File: src/rtl/secded_link_pkg.sv
`default_nettype none
// ============================================================================
// Module  : secded_link_pkg
// Purpose : Shared types and constants for the SECDED byte link transmitter:
//           transmitter state encoding, frame/code sizes, codeword position
//           constants and parity coverage masks.
// Ports   : none (package)
// Options : TX_ERR_INJECT_EN selects error-injection positions used by the
//           transmitter; the constants below exist in every build.
// Rev     : 1.0  initial release
// ============================================================================
package secded_link_pkg;

  localparam int FRAME_BITS = 15;  // start + 13 code bits + stop
  localparam int CODE_BITS  = 13;

  // Byte the link receiver reports for an uncorrectable codeword.
  localparam logic [7:0] ERR_BYTE = 8'h15;

  typedef logic [CODE_BITS-1:0] code_t;

  typedef enum logic [1:0] {
    IDLE = 2'd0,
    SEND = 2'd1,
    GAP  = 2'd2
  } tx_state_t;

  // Hamming parity positions inside the codeword; code[0] is overall parity.
  localparam int P1_POS  = 1;
  localparam int P2_POS  = 2;
  localparam int P4_POS  = 4;
  localparam int P8_POS  = 8;
  localparam int PALL_POS = 0;

  // Data bit placement: code[12:9]=msg[7:4], code[7:5]=msg[3:1], code[3]=msg[0].
  localparam int D_HI_TOP  = 12;
  localparam int D_HI_BOT  = 9;
  localparam int D_MID_TOP = 7;
  localparam int D_MID_BOT = 5;
  localparam int D_LO_POS  = 3;

  // Data positions covered by each parity bit (position index has that bit set).
  localparam code_t P1_MASK = 13'b0_1010_1010_1000;  // 3,5,7,9,11
  localparam code_t P2_MASK = 13'b0_1100_1100_1000;  // 3,6,7,10,11
  localparam code_t P4_MASK = 13'b1_0000_1110_0000;  // 5,6,7,12
  localparam code_t P8_MASK = 13'b1_1110_0000_0000;  // 9,10,11,12

  // Codeword bits flipped by error injection (single, then double).
  localparam int ERR_POS_A = 5;
  localparam int ERR_POS_B = 10;

endpackage : secded_link_pkg
`default_nettype wire

File: src/rtl/secded_transmitter_if.sv
`default_nettype none
// ============================================================================
// Module  : secded_transmitter_if
// Purpose : Send-side handshake bundle of the SECDED transmitter.
// Signals : messageByte [7:0] byte to send (master -> slave)
//           send              request to send      (master -> slave)
//           ready             send accepted now    (slave -> master)
//           errInject [1:0]   error injection code (master -> slave),
//                             present only with TX_ERR_INJECT_EN defined
// Rev     : 1.0  initial release
// ============================================================================
interface secded_transmitter_if;

  logic [7:0] messageByte;
  logic       send;
  logic       ready;
`ifdef TX_ERR_INJECT_EN
  logic [1:0] errInject;

  modport master (output messageByte, output send, output errInject, input ready);
  modport slave  (input messageByte, input send, input errInject, output ready);
`else
  modport master (output messageByte, output send, input ready);
  modport slave  (input messageByte, input send, output ready);
`endif

endinterface : secded_transmitter_if
`default_nettype wire

File: src/rtl/secded_encoder.sv
`default_nettype none
// ============================================================================
// Module  : secded_encoder
// Purpose : Combinational SECDED encoder, 8-bit message -> 13-bit codeword
//           (Hamming parity at positions 1,2,4,8 plus even overall parity
//           at position 0).
// Ports   : msg  [7:0]  input message byte
//           code [12:0] encoded codeword
// Rev     : 1.0  initial release
// ============================================================================
module secded_encoder
  import secded_link_pkg::*;
(
  input  logic [7:0] msg,
  output code_t      code
);

  code_t data;

  always_comb begin
    data = '0;
    data[D_HI_TOP:D_HI_BOT]   = msg[7:4];
    data[D_MID_TOP:D_MID_BOT] = msg[3:1];
    data[D_LO_POS]            = msg[0];

    code         = data;
    code[P1_POS] = ^(data & P1_MASK);
    code[P2_POS] = ^(data & P2_MASK);
    code[P4_POS] = ^(data & P4_MASK);
    code[P8_POS] = ^(data & P8_MASK);
    // Overall parity covers data and Hamming parity bits alike.
    code[PALL_POS] = ^code[CODE_BITS-1:1];
  end

endmodule : secded_encoder
`default_nettype wire

File: src/rtl/secded_transmitter.sv
`default_nettype none
// ============================================================================
// Module  : secded_transmitter
// Purpose : Serial SECDED link transmitter. Accepts a byte on a valid/ready
//           handshake, encodes it and shifts out start(1), 13 code bits MSB
//           first, stop(0). Line idles low.
// Ports   : clock          clock, posedge
//           reset_n        asynchronous active-low reset
//           tx (slave)     messageByte/send/ready (+errInject) handshake
//           serialOut      registered serial line
//           busy           frame in progress
// Params  : IDLE_GAP       forced low cycles between stop bit and next start
// Options : TX_ERR_INJECT_EN adds errInject[1:0] to the handshake bundle.
// Rev     : 1.0  initial release
// ============================================================================
module secded_transmitter
  import secded_link_pkg::*;
#(
  parameter int IDLE_GAP = 0
) (
  input  logic                 clock,
  input  logic                 reset_n,
  secded_transmitter_if.slave  tx,
  output logic                 serialOut,
  output logic                 busy
);

  localparam int GAP_W = (IDLE_GAP > 0) ? $clog2(IDLE_GAP + 1) : 1;
  localparam logic [3:0] LAST_CODE_CNT = 4'(FRAME_BITS - 2);

  tx_state_t              state_q, state_d;
  logic [FRAME_BITS-1:0]  shift_q, shift_d;
  logic [3:0]             cnt_q, cnt_d;
  logic [GAP_W-1:0]       gap_q, gap_d;
  logic                   serial_q, serial_d;

  code_t code_clean;
  code_t err_mask;
  code_t code_tx;
  logic  accept;

  secded_encoder u_encoder (
    .msg  (tx.messageByte),
    .code (code_clean)
  );

`ifdef TX_ERR_INJECT_EN
  always_comb begin
    err_mask = '0;
    case (tx.errInject)
      2'b01: err_mask[ERR_POS_A] = 1'b1;
      2'b10,
      2'b11: begin
        err_mask[ERR_POS_A] = 1'b1;
        err_mask[ERR_POS_B] = 1'b1;
      end
      default: err_mask = '0;
    endcase
  end
`else
  assign err_mask = '0;
`endif

  assign code_tx  = code_clean ^ err_mask;
  assign tx.ready = (state_q == IDLE);
  assign accept   = tx.send && tx.ready;

  // The stop-bit cycle already leaves SEND: with no gap it is an IDLE
  // (ready) cycle, otherwise it is the first GAP cycle. Either way the
  // number of low cycles between stop bit and the next start equals IDLE_GAP.
  always_comb begin
    state_d  = state_q;
    shift_d  = shift_q;
    cnt_d    = cnt_q;
    gap_d    = gap_q;
    serial_d = 1'b0;

    unique case (state_q)
      IDLE: begin
        cnt_d = '0;  // wraps from 14 after the stop-bit cycle
        if (accept) begin
          // Start bit goes straight to the line; the remainder waits in
          // the shift register MSB-aligned, stop bit trailing as 0.
          serial_d = 1'b1;
          shift_d  = {code_tx, 2'b00};
          state_d  = SEND;
        end
      end

      SEND: begin
        serial_d = shift_q[FRAME_BITS-1];
        shift_d  = {shift_q[FRAME_BITS-2:0], 1'b0};
        cnt_d    = cnt_q + 4'd1;
        if (cnt_q == LAST_CODE_CNT) begin
          if (IDLE_GAP == 0) begin
            state_d = IDLE;
          end else begin
            state_d = GAP;
            gap_d   = GAP_W'(IDLE_GAP);
          end
        end
      end

      GAP: begin
        cnt_d = '0;
        if (gap_q == GAP_W'(1)) begin
          state_d = IDLE;
        end else begin
          gap_d = gap_q - GAP_W'(1);
        end
      end

      default: begin
        state_d = IDLE;
      end
    endcase
  end

  always_ff @(posedge clock or negedge reset_n) begin
    if (!reset_n) begin
      state_q  <= IDLE;
      shift_q  <= '0;
      cnt_q    <= '0;
      gap_q    <= '0;
      serial_q <= 1'b0;
    end else begin
      state_q  <= state_d;
      shift_q  <= shift_d;
      cnt_q    <= cnt_d;
      gap_q    <= gap_d;
      serial_q <= serial_d;
    end
  end

  assign serialOut = serial_q;
  assign busy      = (state_q != IDLE);

endmodule : secded_transmitter
`default_nettype wire

File: src/flat_wrapper.sv
// flat-port wrapper written by rule: the top's interface ports become plain ports
module secded_transmitter_flat import secded_link_pkg::*;
#(
  parameter int IDLE_GAP = 0
)
  (clock, reset_n, serialOut, busy, tx_messageByte, tx_send, tx_ready);
  secded_transmitter_if tx_i ();
  input  logic clock;
  input  logic reset_n;
  output logic serialOut;
  output logic busy;
  input wire logic [$bits(tx_i.messageByte)-1:0] tx_messageByte;
  input wire logic [$bits(tx_i.send)-1:0] tx_send;
  output wire logic [$bits(tx_i.ready)-1:0] tx_ready;
  assign tx_i.messageByte = tx_messageByte;
  assign tx_i.send = tx_send;
  assign tx_ready = tx_i.ready;
  secded_transmitter #(.IDLE_GAP(IDLE_GAP)) u_core (.clock(clock), .reset_n(reset_n), .tx(tx_i), .serialOut(serialOut), .busy(busy));
endmodule
File: config.mk
export PLATFORM = sky130hd
export DESIGN_NAME = secded_transmitter_flat
export DESIGN_NICKNAME = d
export VERILOG_FILES = /design/src/rtl/secded_link_pkg.sv /design/src/rtl/secded_transmitter_if.sv /design/src/rtl/secded_encoder.sv /design/src/rtl/secded_transmitter.sv /design/src/flat_wrapper.sv
export SDC_FILE = /design/constraint.sdc
export NUM_CORES = 1
export LEC_CHECK = 0
export CAP_MARGIN = 10
export CORE_UTILIZATION = 55
export DETAILED_ROUTE_END_ITERATION = 16
export PLACE_DENSITY = 0.78
export SLEW_MARGIN = 10
export SYNTH_ARGS = -nofsm -noshare
export SYNTH_HDL_FRONTEND = slang
export SYNTH_SLANG_ARGS = --single-unit
File: constraint.sdc
create_clock -name clock -period 1.7 [get_ports clock]
set_input_delay 0.255 -clock clock [delete_from_list [all_inputs] [get_ports clock]]
set_output_delay 0.255 -clock clock [all_outputs]
set_load 0.005 [all_outputs]
==> results.toml, run 1 <==
[detailed_routing]
vias_per_cell = 4.977
detail_route.wirelength_microns = 1728
ant_nets = 0
drt_iter0_drc = 12
routedWlPerCell_microns = 12.99
drc = 0
first_pass_iters = 4
vias = 662

[synthesis]
synth.avg_cell_area_sq_um = 11.33
yosys-top-cells-count = "dfrtp_1 (19), mux2i_1 (12), nand2_1 (10), o21ai_0 (10), nor2_1 (8)"
synth_mux_area_share_pct = 13.32
yosys_warnings = 0
synth-seq-cells = 19
synthesis.nets = 100
synth_flop_cell = "dfrtp_1"
synth_top_area_cell = "dfrtp_1"
netlist_top_cells_area = "dfrtp_1 (48%), mux2i_1 (12%), xnor2_1 (5.3%), o21ai_0 (5.1%), xnor3_1 (4.6%)"
synth_top_area_share_pct = 48.22
synthSimpleGateAreaFrac_pct = 7.360
synth_cell_types = 21
async_flop_share_pct = 100.0
yosysMostFrequentCell = "dfrtp_1"
ys_seq_area_share_pct = 48.22
synth_cells = 87
synth_adder_area_share_pct = 2.538
synth_compound_area_share_pct = 8.249
synth_top_family_by_area = "XOR/XNOR gates"
netlist_area_sq_um = 985.9
synth-xor-area-share_pct = 17.39
synth_edf_count = 0

[floorplan]
die_y_microns = 44.34
start_util_pct = 61.85
core_area_sq_mm = 0.001594
die_width_microns = 44.34
rows = 14
io_pins = 14
die_area_sq_mm = 0.001966

[power]
p_comb_share_pct = 37.3
p_sw_uw = 522.4
sequentialPowerShare_pct = 48.8
power_density_mw_per_mm2 = 1267
switching_share_pct = 33.26
p_int_mw = 1.048
power.static_leakage_nw = 0.5921
vdd_drop_max_v = 0.001168
pwr-share-clk_pct = 13.9

[placement]
hpwl_microns = 1272
place_congestion = 0.7050
port_buffers = 13
pre_cts_ws_ps = -154.7

[global_route]
grt_pass1_wl_microns = 2994
grt_max_degree = 20
antenna_found_initial = 0
gr-usage-all-layers_pct = 21.39
overflow = 0
grt_pass1_vias = 688

[cells_and_area]
post-route-util_pct = 77.79
fin_nets = 123
num_antenna_cells = 0
area_growth_pct = 25.76
nFillCells = 108
drive_gt1_share_pct = 17.43

[worst_setup_path]
worst-setup-path-type = "register to output port"
arrival_ps = 1340
crit_fanout = 10
worst_ep_required_time_ps = 1440
worstSetupEndpointType = "output port"
crit_path_start_kind = "register"

[timing]
max_slew_margin_pct = 81.03
fin_hold_ws_ps = 290.4
worst_slew_pin_slew_ps = 282.6
final.setup.tns_ps = 0
min_period_ps = 1598
hold_violations = 0
skew_ps = 9.749
slew_violations = 0
fin_crit_sh_pct = 93.98
rsz0062_at_grt = "no"
setup_viol = 0
worst_slack_ps = 102.3
maxClockFrequency_mhz = 625.9

[flow_run]
maxCapViolations = 0

[clock_network]
clock-sinks = 19
post_cts_resized = 1
ctsHoldBuffers = 0
clockBufferDepth = 2
cts.clk_slew.worst_paths_ps = 110
cts_buffers = 3
post_cts_buffers = 0
cts_tree = "done"
htree_levels = 1
cts-root-buf = "clkbuf_4"
clock_latency_ps = 290

[hold_path]
hold_path.class = "primary input to async pin"

[run_status]
outcome = "completed"
==> cell families after synthesis <==
logic type,Yosys count
adders and majority gates,2
AOI/OAI and AO/OA,14
DFF,19
muxes,13
buffers and inverters,7
xor gates and xnor gates,13
and+or+nand+nor,19
==> metal layers <==
| metal | routed length [microns] | global-route usage (%) | up-vias |
|---|---|---|---|
| met5 | 0 | 0 | - |
| met4 | 19 | 7.273 | 0 |
| met3 | 76 | 3.673 | 2 |
| met2 | 798 | 33.53 | 14 |
| met1 | 833 | 30.41 | 309 |
| li1 | - | - | 337 |
==> worst paths after layout <==
kind	startpoint	endpoint	slack, ps	cells after the start
max	u_core.state_q[0]	tx_ready	100	2
min	reset_n	u_core.shift_q[8]	290	2
max reg2reg	u_core.state_q[0]	u_core.state_q[0]	690	3
min reg2reg	u_core.cnt_q[0]	u_core.cnt_q[0]	490	1
max in group asynchronous	reset_n	u_core.state_q[0]	1180	2
min in group clock	u_core.cnt_q[0]	u_core.cnt_q[0]	490	1
==> area by class of cell <==
type	count	area (sq um)	area share, %
inverters	2	7.507	0.6054
flip-flops and latches	19	476.7	38.45
clock buffers	4	26.28	2.119
repair buffers	23	217.7	17.56
multi-input cells	61	481.7	38.85
well taps	24	30.03	2.422
==> state kept, by name, indices dropped and copies added (netlist names) <==
signal,count
u_core.shift_q,13
u_core.cnt_q,4
u_core.serialOut,1
u_core.state_q,1
==> power groups by stage <==
stage,Combinational (mW),Clock (mW),Sequential (mW)
floorplan,0.406,0,0.733
global placement,0.568,0,0.767
detailed placement,0.590,0,0.774
CTS,0.593,0.229,0.767
global route,0.682,0.245,0.794
finish,0.586,0.218,0.766
==> layout by cell type, fill, tap and decap left out, drive strengths merged <==
master and count:
dfrtp 19, clkdlybuf4s50 13, mux2i 12, nand2 10, o21ai 10, buf 10, nor2 8, xnor2 7
clkbuf 4, xor2 3, xnor3 3, a21oi 2, ha 2, clkinv 1, mux2 1, inv 1
nand3 1, a41oi 1, a211oi 1
==> critical path, cell delays in order (launching register included) <==
cell	delay, ps
dfrtp_2	490
clkinv_1	90
clkdlybuf4s50_1	490
==> metrics by stage <==
| stage | power, mW | instance area (sq um) | instances |
|---|---|---|---|
| final | 1.570 | 1240 | 133 |
| after global routing | 1.722 | 1240 | 133 |
| after CTS | 1.589 | 1240 | 133 |
| after detailed placement | 1.365 | 1212 | 129 |
| after global placement | 1.335 | 1212 | 129 |
| after floorplan | 1.139 | 985.9 | 87 |
Note: power is estimated with default switching activity, not from simulation.
==> run 2: changes to the inputs <==
--- a/config.mk
+++ b/config.mk
@@ -6,9 +6,10 @@
 export NUM_CORES = 1
 export LEC_CHECK = 0
 export CAP_MARGIN = 10
+export CORE_MARGIN = 10
 export CORE_UTILIZATION = 55
 export DETAILED_ROUTE_END_ITERATION = 16
-export PLACE_DENSITY = 0.78
+export PLACE_DENSITY = 0.76
 export SLEW_MARGIN = 10
 export SYNTH_ARGS = -nofsm -noshare
 export SYNTH_HDL_FRONTEND = slang
==> run 2 against run 1 <==
Utilization shrank 5.1 points. Count of clock-buffer cells in the layout stayed put. Final area grew 0.10%. Highest routed layer unchanged. Hold slack improved by 3.8 ps. Critical path depth did not move. Non-clock buffer count stayed put. Cell count grew 0.75%. Clock skew is 2.6 ps lower. Via count up 1.7%.
==> results.toml, run 2 (synthesized netlist as in run 1, its figures left out) <==
[cells_and_area]
mostFrequentLayoutCells = "dfrtp_1 (18), clkdlybuf4s50_1 (13), mux2i_1 (12), nand2_1 (10), o21ai_0 (10)"
largest_reg_flops = 13
regMostFlops = "u_core.shift_q"
largest_registers = "u_core.shift_q: 13 flops, u_core.cnt_q: 4 flops"
mostFrequentLayoutCell = "dfrtp_1"
drive_gt1_share_pct = 17.43
fin_nets = 123
num_antenna_cells = 0
area_growth_pct = 25.89
post-route-util_pct = 72.67
nFillCells = 138

[floorplan]
io_pins = 14
start_util_pct = 57.73
die_y_microns = 62.34
core_area_sq_mm = 0.001708
rows = 15
die_area_sq_mm = 0.003886
die_width_microns = 62.34

[detailed_routing]
drc = 0
first_pass_iters = 4
drt_iter0_drc = 9
routedWlPerCell_microns = 14.16
ant_nets = 0
detail_route.wirelength_microns = 1897
vias = 673
vias_per_cell = 5.022

[power]
vdd_drop_max_v = 0.001123
power_mw = 1.576
power.static_leakage_nw = 0.5921
power_density_mw_per_mm2 = 1270

[worst_setup_path]
path_cells = "clkinv_1, clkdlybuf4s50_1"
arrival_ps = 1340
reg2reg_from = "u_core.state_q[0]"
worst-r2r-setup-slack_ps = 690
worstSetupEndpointType = "output port"
worst-setup-path-type = "register to output port"
reg2reg_depth = 3
worst_ep_required_time_ps = 1440
regToRegEndpoint = "u_core.state_q[0]"
slowest_delay_ps = 500
path_delay_family = "buffers and inverters"
cp_num_buf_inv = 2
slowest_stage = "clkdlybuf4s50_1"
crit_path_start_kind = "register"
crit_fanout = 10

[run_status]
outcome = "completed"

[timing]
hold_violations = 0
maxClockFrequency_mhz = 625.3
final.setup.tns_ps = 0
max_slew_margin_pct = 79.39
fin_crit_sh_pct = 94.07
worst_slew_pin_slew_ps = 308.0
rsz0062_at_grt = "no"
slew_violations = 0
setup_viol = 0
min_period_ps = 1599
skew_ps = 7.143

[global_route]
grt_max_degree = 20
antenna_found_initial = 0
overflow = 0
grt_util_met1_pct = 13.65
grt_pass1_wl_microns = 3325
grtUsageMet2_pct = 16.03
grt_pass1_vias = 698
busiest_layer = "met2"
grt_util_met3_pct = 3.226
gr-usage-all-layers_pct = 10.36

[clock_network]
clockBufferDepth = 2
cts-root-buf = "clkbuf_4"
ctsHoldBuffers = 0
clock-sinks = 19
cts.clk_slew.worst_paths_ps = 110
clock_latency_ps = 290
cts_buffers = 3
htree_levels = 1
cts_tree = "done"

[placement]
port_buffers = 13
hpwl_microns = 1413
place_congestion = 0.7837

[flow_run]
maxCapViolations = 0

[hold_path]
hold_path.class = "primary input to async pin"
-- run 2: stage by stage --
| step | cell area, sq um | instances | hold WS (ps) | setup slack [ps] |
|---|---|---|---|---|
| final | 1241 | 134 | 294.2 | 100.8 |
| after global routing | 1241 | 134 | 299.7 | 17.99 |
| after CTS | 1240 | 134 | 294.4 | 8.396 |
| after detailed placement | 1214 | 130 | 468.4 | -223.3 |
| after global placement | 1214 | 130 | 462.6 | -125.0 |
| after floorplan | 985.9 | 87 | -40.59 | 451.4 |
-- run 2: layout make-up --
| type | count | area [sq um] | share of cell area (%) |
|---|---|---|---|
| Sequential cell | 19 | 476.7 | 38.41 |
| Multi-Input combinational cell | 61 | 481.7 | 38.81 |
| Tap cell | 25 | 31.28 | 2.520 |
| Inverter | 2 | 7.507 | 0.6048 |
| Clock buffer | 4 | 26.28 | 2.117 |
| Timing Repair Buffer | 23 | 217.7 | 17.54 |
-- run 2: routing by layer --
layer / share of wire, % / vias to the layer above
li1: - / 336
met1: 51 / 326
met2: 47 / 9
met3: 2.0 / 2
met4: 0.63 / 0
met5: 0 / -
-- run 2: worst max-delay path by stage --
stage | end | depth (start not counted) | start | slack, ps
after floorplan | u_core.shift_q[2] | 4 | tx_messageByte[7] | 450
after global placement | u_core.shift_q[2] | 5 | tx_messageByte[6] | -130
after detailed placement | u_core.shift_q[2] | 5 | tx_messageByte[6] | -220
after CTS | tx_ready | 2 | u_core.state_q[0] | 8
after global routing | tx_ready | 2 | u_core.state_q[0] | 20
final | tx_ready | 2 | u_core.state_q[0] | 100
-- run 2: timing repair --
item / CTS / global route
setup buffers: 0 / 0
endpoints found under the setup margin: 0 / 2
gates resized for setup: 0 / 1
-- run 2: report_power, final --
| group | internal [mW] | switching (mW) | total, mW |
|---|---|---|---|
| clock | 0.0910 | 0.130 | 0.221 |
| sequential | 0.641 | 0.125 | 0.766 |
| combinational | 0.316 | 0.272 | 0.588 |
| total | 1.05 | 0.528 | 1.58 |
==> run 3: changes to the inputs <==
--- a/config.mk
+++ b/config.mk
@@ -10,6 +10,7 @@
 export CORE_UTILIZATION = 55
 export DETAILED_ROUTE_END_ITERATION = 16
 export PLACE_DENSITY = 0.76
+export RECOVER_POWER = 50
 export SLEW_MARGIN = 10
 export SYNTH_ARGS = -nofsm -noshare
 export SYNTH_HDL_FRONTEND = slang
==> run 3 against run 2 <==
Routed wire length barely moved. Cell count is the same. Flip-flop and latch count unchanged. Die area unchanged. Critical endpoint unchanged.
==> results.toml, run 3 (synthesized netlist as in run 1, its figures left out) <==
[run_status]
outcome = "completed"

[cells_and_area]
final_cells = 134
fin_area_sq_mm = 0.001237
mostFrequentLayoutCells = "dfrtp_1 (18), mux2i_1 (12), clkdlybuf4s50_1 (12), nand2_1 (10), o21ai_0 (10)"
fin_nets = 123
regMostFlops = "u_core.shift_q"
area_growth_pct = 25.51
nFillCells = 138
largest_registers = "u_core.shift_q: 13 flops, u_core.cnt_q: 4 flops"
num_antenna_cells = 0
largest_reg_flops = 13
mostFrequentLayoutCell = "dfrtp_1"
post-route-util_pct = 72.45
drive_gt1_share_pct = 16.51

[timing]
setup_viol = 0
hold_violations = 0
fin_hold_ws_ps = 488.2
rsz0062_at_grt = "no"
max_slew_margin_pct = 32.56
worst_slew_pin_slew_ps = 1012
maxClockFrequency_mhz = 625.5
skew_ps = 7.143
fin_crit_sh_pct = 94.05
final.setup.tns_ps = 0
min_period_ps = 1599
worst_slack_ps = 101.2
slew_violations = 0

[clock_network]
post_cts_buffers = 0
cts_buffers = 3
cts_tree = "done"
cts-root-buf = "clkbuf_4"
clock_latency_ps = 290
clock-sinks = 19
ctsHoldBuffers = 0
htree_levels = 1
cts.clk_slew.worst_paths_ps = 100
clockBufferDepth = 2

[detailed_routing]
first_pass_iters = 4
vias_per_cell = 5.022
detail_route.wirelength_microns = 1896
routedWlPerCell_microns = 14.15
drc = 0
ant_nets = 0
drt_iter0_drc = 9
vias = 673

[worst_setup_path]
crit_fanout = 10
path_cells = "clkinv_1, clkdlybuf4s50_1"
reg2reg_depth = 3
regToRegEndpoint = "u_core.state_q[0]"
reg2reg_from = "u_core.state_q[0]"
worst-setup-path-type = "register to output port"
slowest_stage = "clkdlybuf4s50_1"
arrival_ps = 1340
worstSetupEndpointType = "output port"
cp_num_buf_inv = 2
crit_path_start_kind = "register"
worst_ep_required_time_ps = 1440
slowest_delay_ps = 500
worst-r2r-setup-slack_ps = 690
path_delay_family = "buffers and inverters"

[placement]
post_dp_cell_area_sq_mm = 0.001214
hpwl_microns = 1413
place_congestion = 0.7837
pre_cts_ws_ps = -223.3
port_buffers = 13
dpl.cell_count = 130

[global_route]
overflow = 0
grt_pass1_vias = 698
grt_max_degree = 20
gr-usage-all-layers_pct = 10.36
grt_pass1_wl_microns = 3325
antenna_found_initial = 0

[power]
power_mw = 1.575
pwr-share-clk_pct = 14.1
power.static_leakage_nw = 0.5887
sequentialPowerShare_pct = 48.7
power_density_mw_per_mm2 = 1272
p_int_mw = 1.047
switching_share_pct = 33.52
p_sw_uw = 527.8
p_comb_share_pct = 37.3
vdd_drop_max_v = 0.001123

[floorplan]
rows = 15
io_pins = 14
core_area_sq_mm = 0.001708
die_area_sq_mm = 0.003886
die_y_microns = 62.34
die_width_microns = 62.34
start_util_pct = 57.73

[hold_path]
hold_end = "u_core.shift_q[13]"
hp-start = "u_core.shift_q[12]"
hold_path.class = "register to register"
hold_path_depth = 2

[flow_run]
maxCapViolations = 0
==> run 3: cell count changes in the layout (fill, tap and decap cells not counted), sizes merged <==
cell	before	now
clkdlybuf4s50	13	12
buf	10	9
clkbuf	4	5
dlygate4sd3	0	1
==> run 3: power by group through the flow <==
stage                     Sequential (mW)  Combinational, mW  Clock (mW)
after floorplan                     0.733              0.406           0
after global placement              0.764              0.576           0
after detailed placement            0.771              0.592           0
after CTS                           0.762              0.600       0.233
after global routing                0.796              0.682       0.253
final                               0.766              0.587       0.221
==> run 3: worst max path at each step <==
| stage | startpoint | endpoint | slack [ps] | cells after the start |
|---|---|---|---|---|
| 6_report | u_core.state_q[0] | tx_ready | 100 | 2 |
| 5_1_grt | u_core.state_q[0] | tx_ready | 20 | 2 |
| 4_1_cts | u_core.state_q[0] | tx_ready | 8 | 2 |
| 3_5_place_dp | tx_messageByte[6] | u_core.shift_q[2] | -220 | 5 |
| 3_3_place_gp | tx_messageByte[6] | u_core.shift_q[2] | -130 | 5 |
| 2_1_floorplan | tx_messageByte[7] | u_core.shift_q[2] | 450 | 4 |
==> run 3: final cells by class <==
type / instances / area [sq um] / area share [%]
inverters: 2 / 7.507 / 0.6067
multi-input cells: 61 / 481.7 / 38.93
flip-flops and latches: 19 / 476.7 / 38.52
repair buffers: 23 / 214.0 / 17.29
well taps: 25 / 31.28 / 2.528
clock buffers: 4 / 26.28 / 2.123
==> run 3: worst register-to-register path, stage by stage, from the launching register on <==
cell and delay [ps]:
dfrtp_2 460, buf_4 230, nor2_1 70, a41oi_1 160
==> run 3: routing by layer <==
metal / vias to the layer above / part of all wire [%] / global-route usage (%)
li1: 336 / - / -
met1: 326 / 51 / 13.65
met2: 9 / 47 / 16.03
met3: 2 / 2.0 / 3.226
met4: 0 / 0.63 / 2.514
met5: - / 0 / 0
==> run 3: timing repair <==
action | 4_1_cts | 5_1_grt
resized for setup | 0 | 1
setup endpoints to repair | 0 | 2
endpoints found under the hold margin | 0 | 0
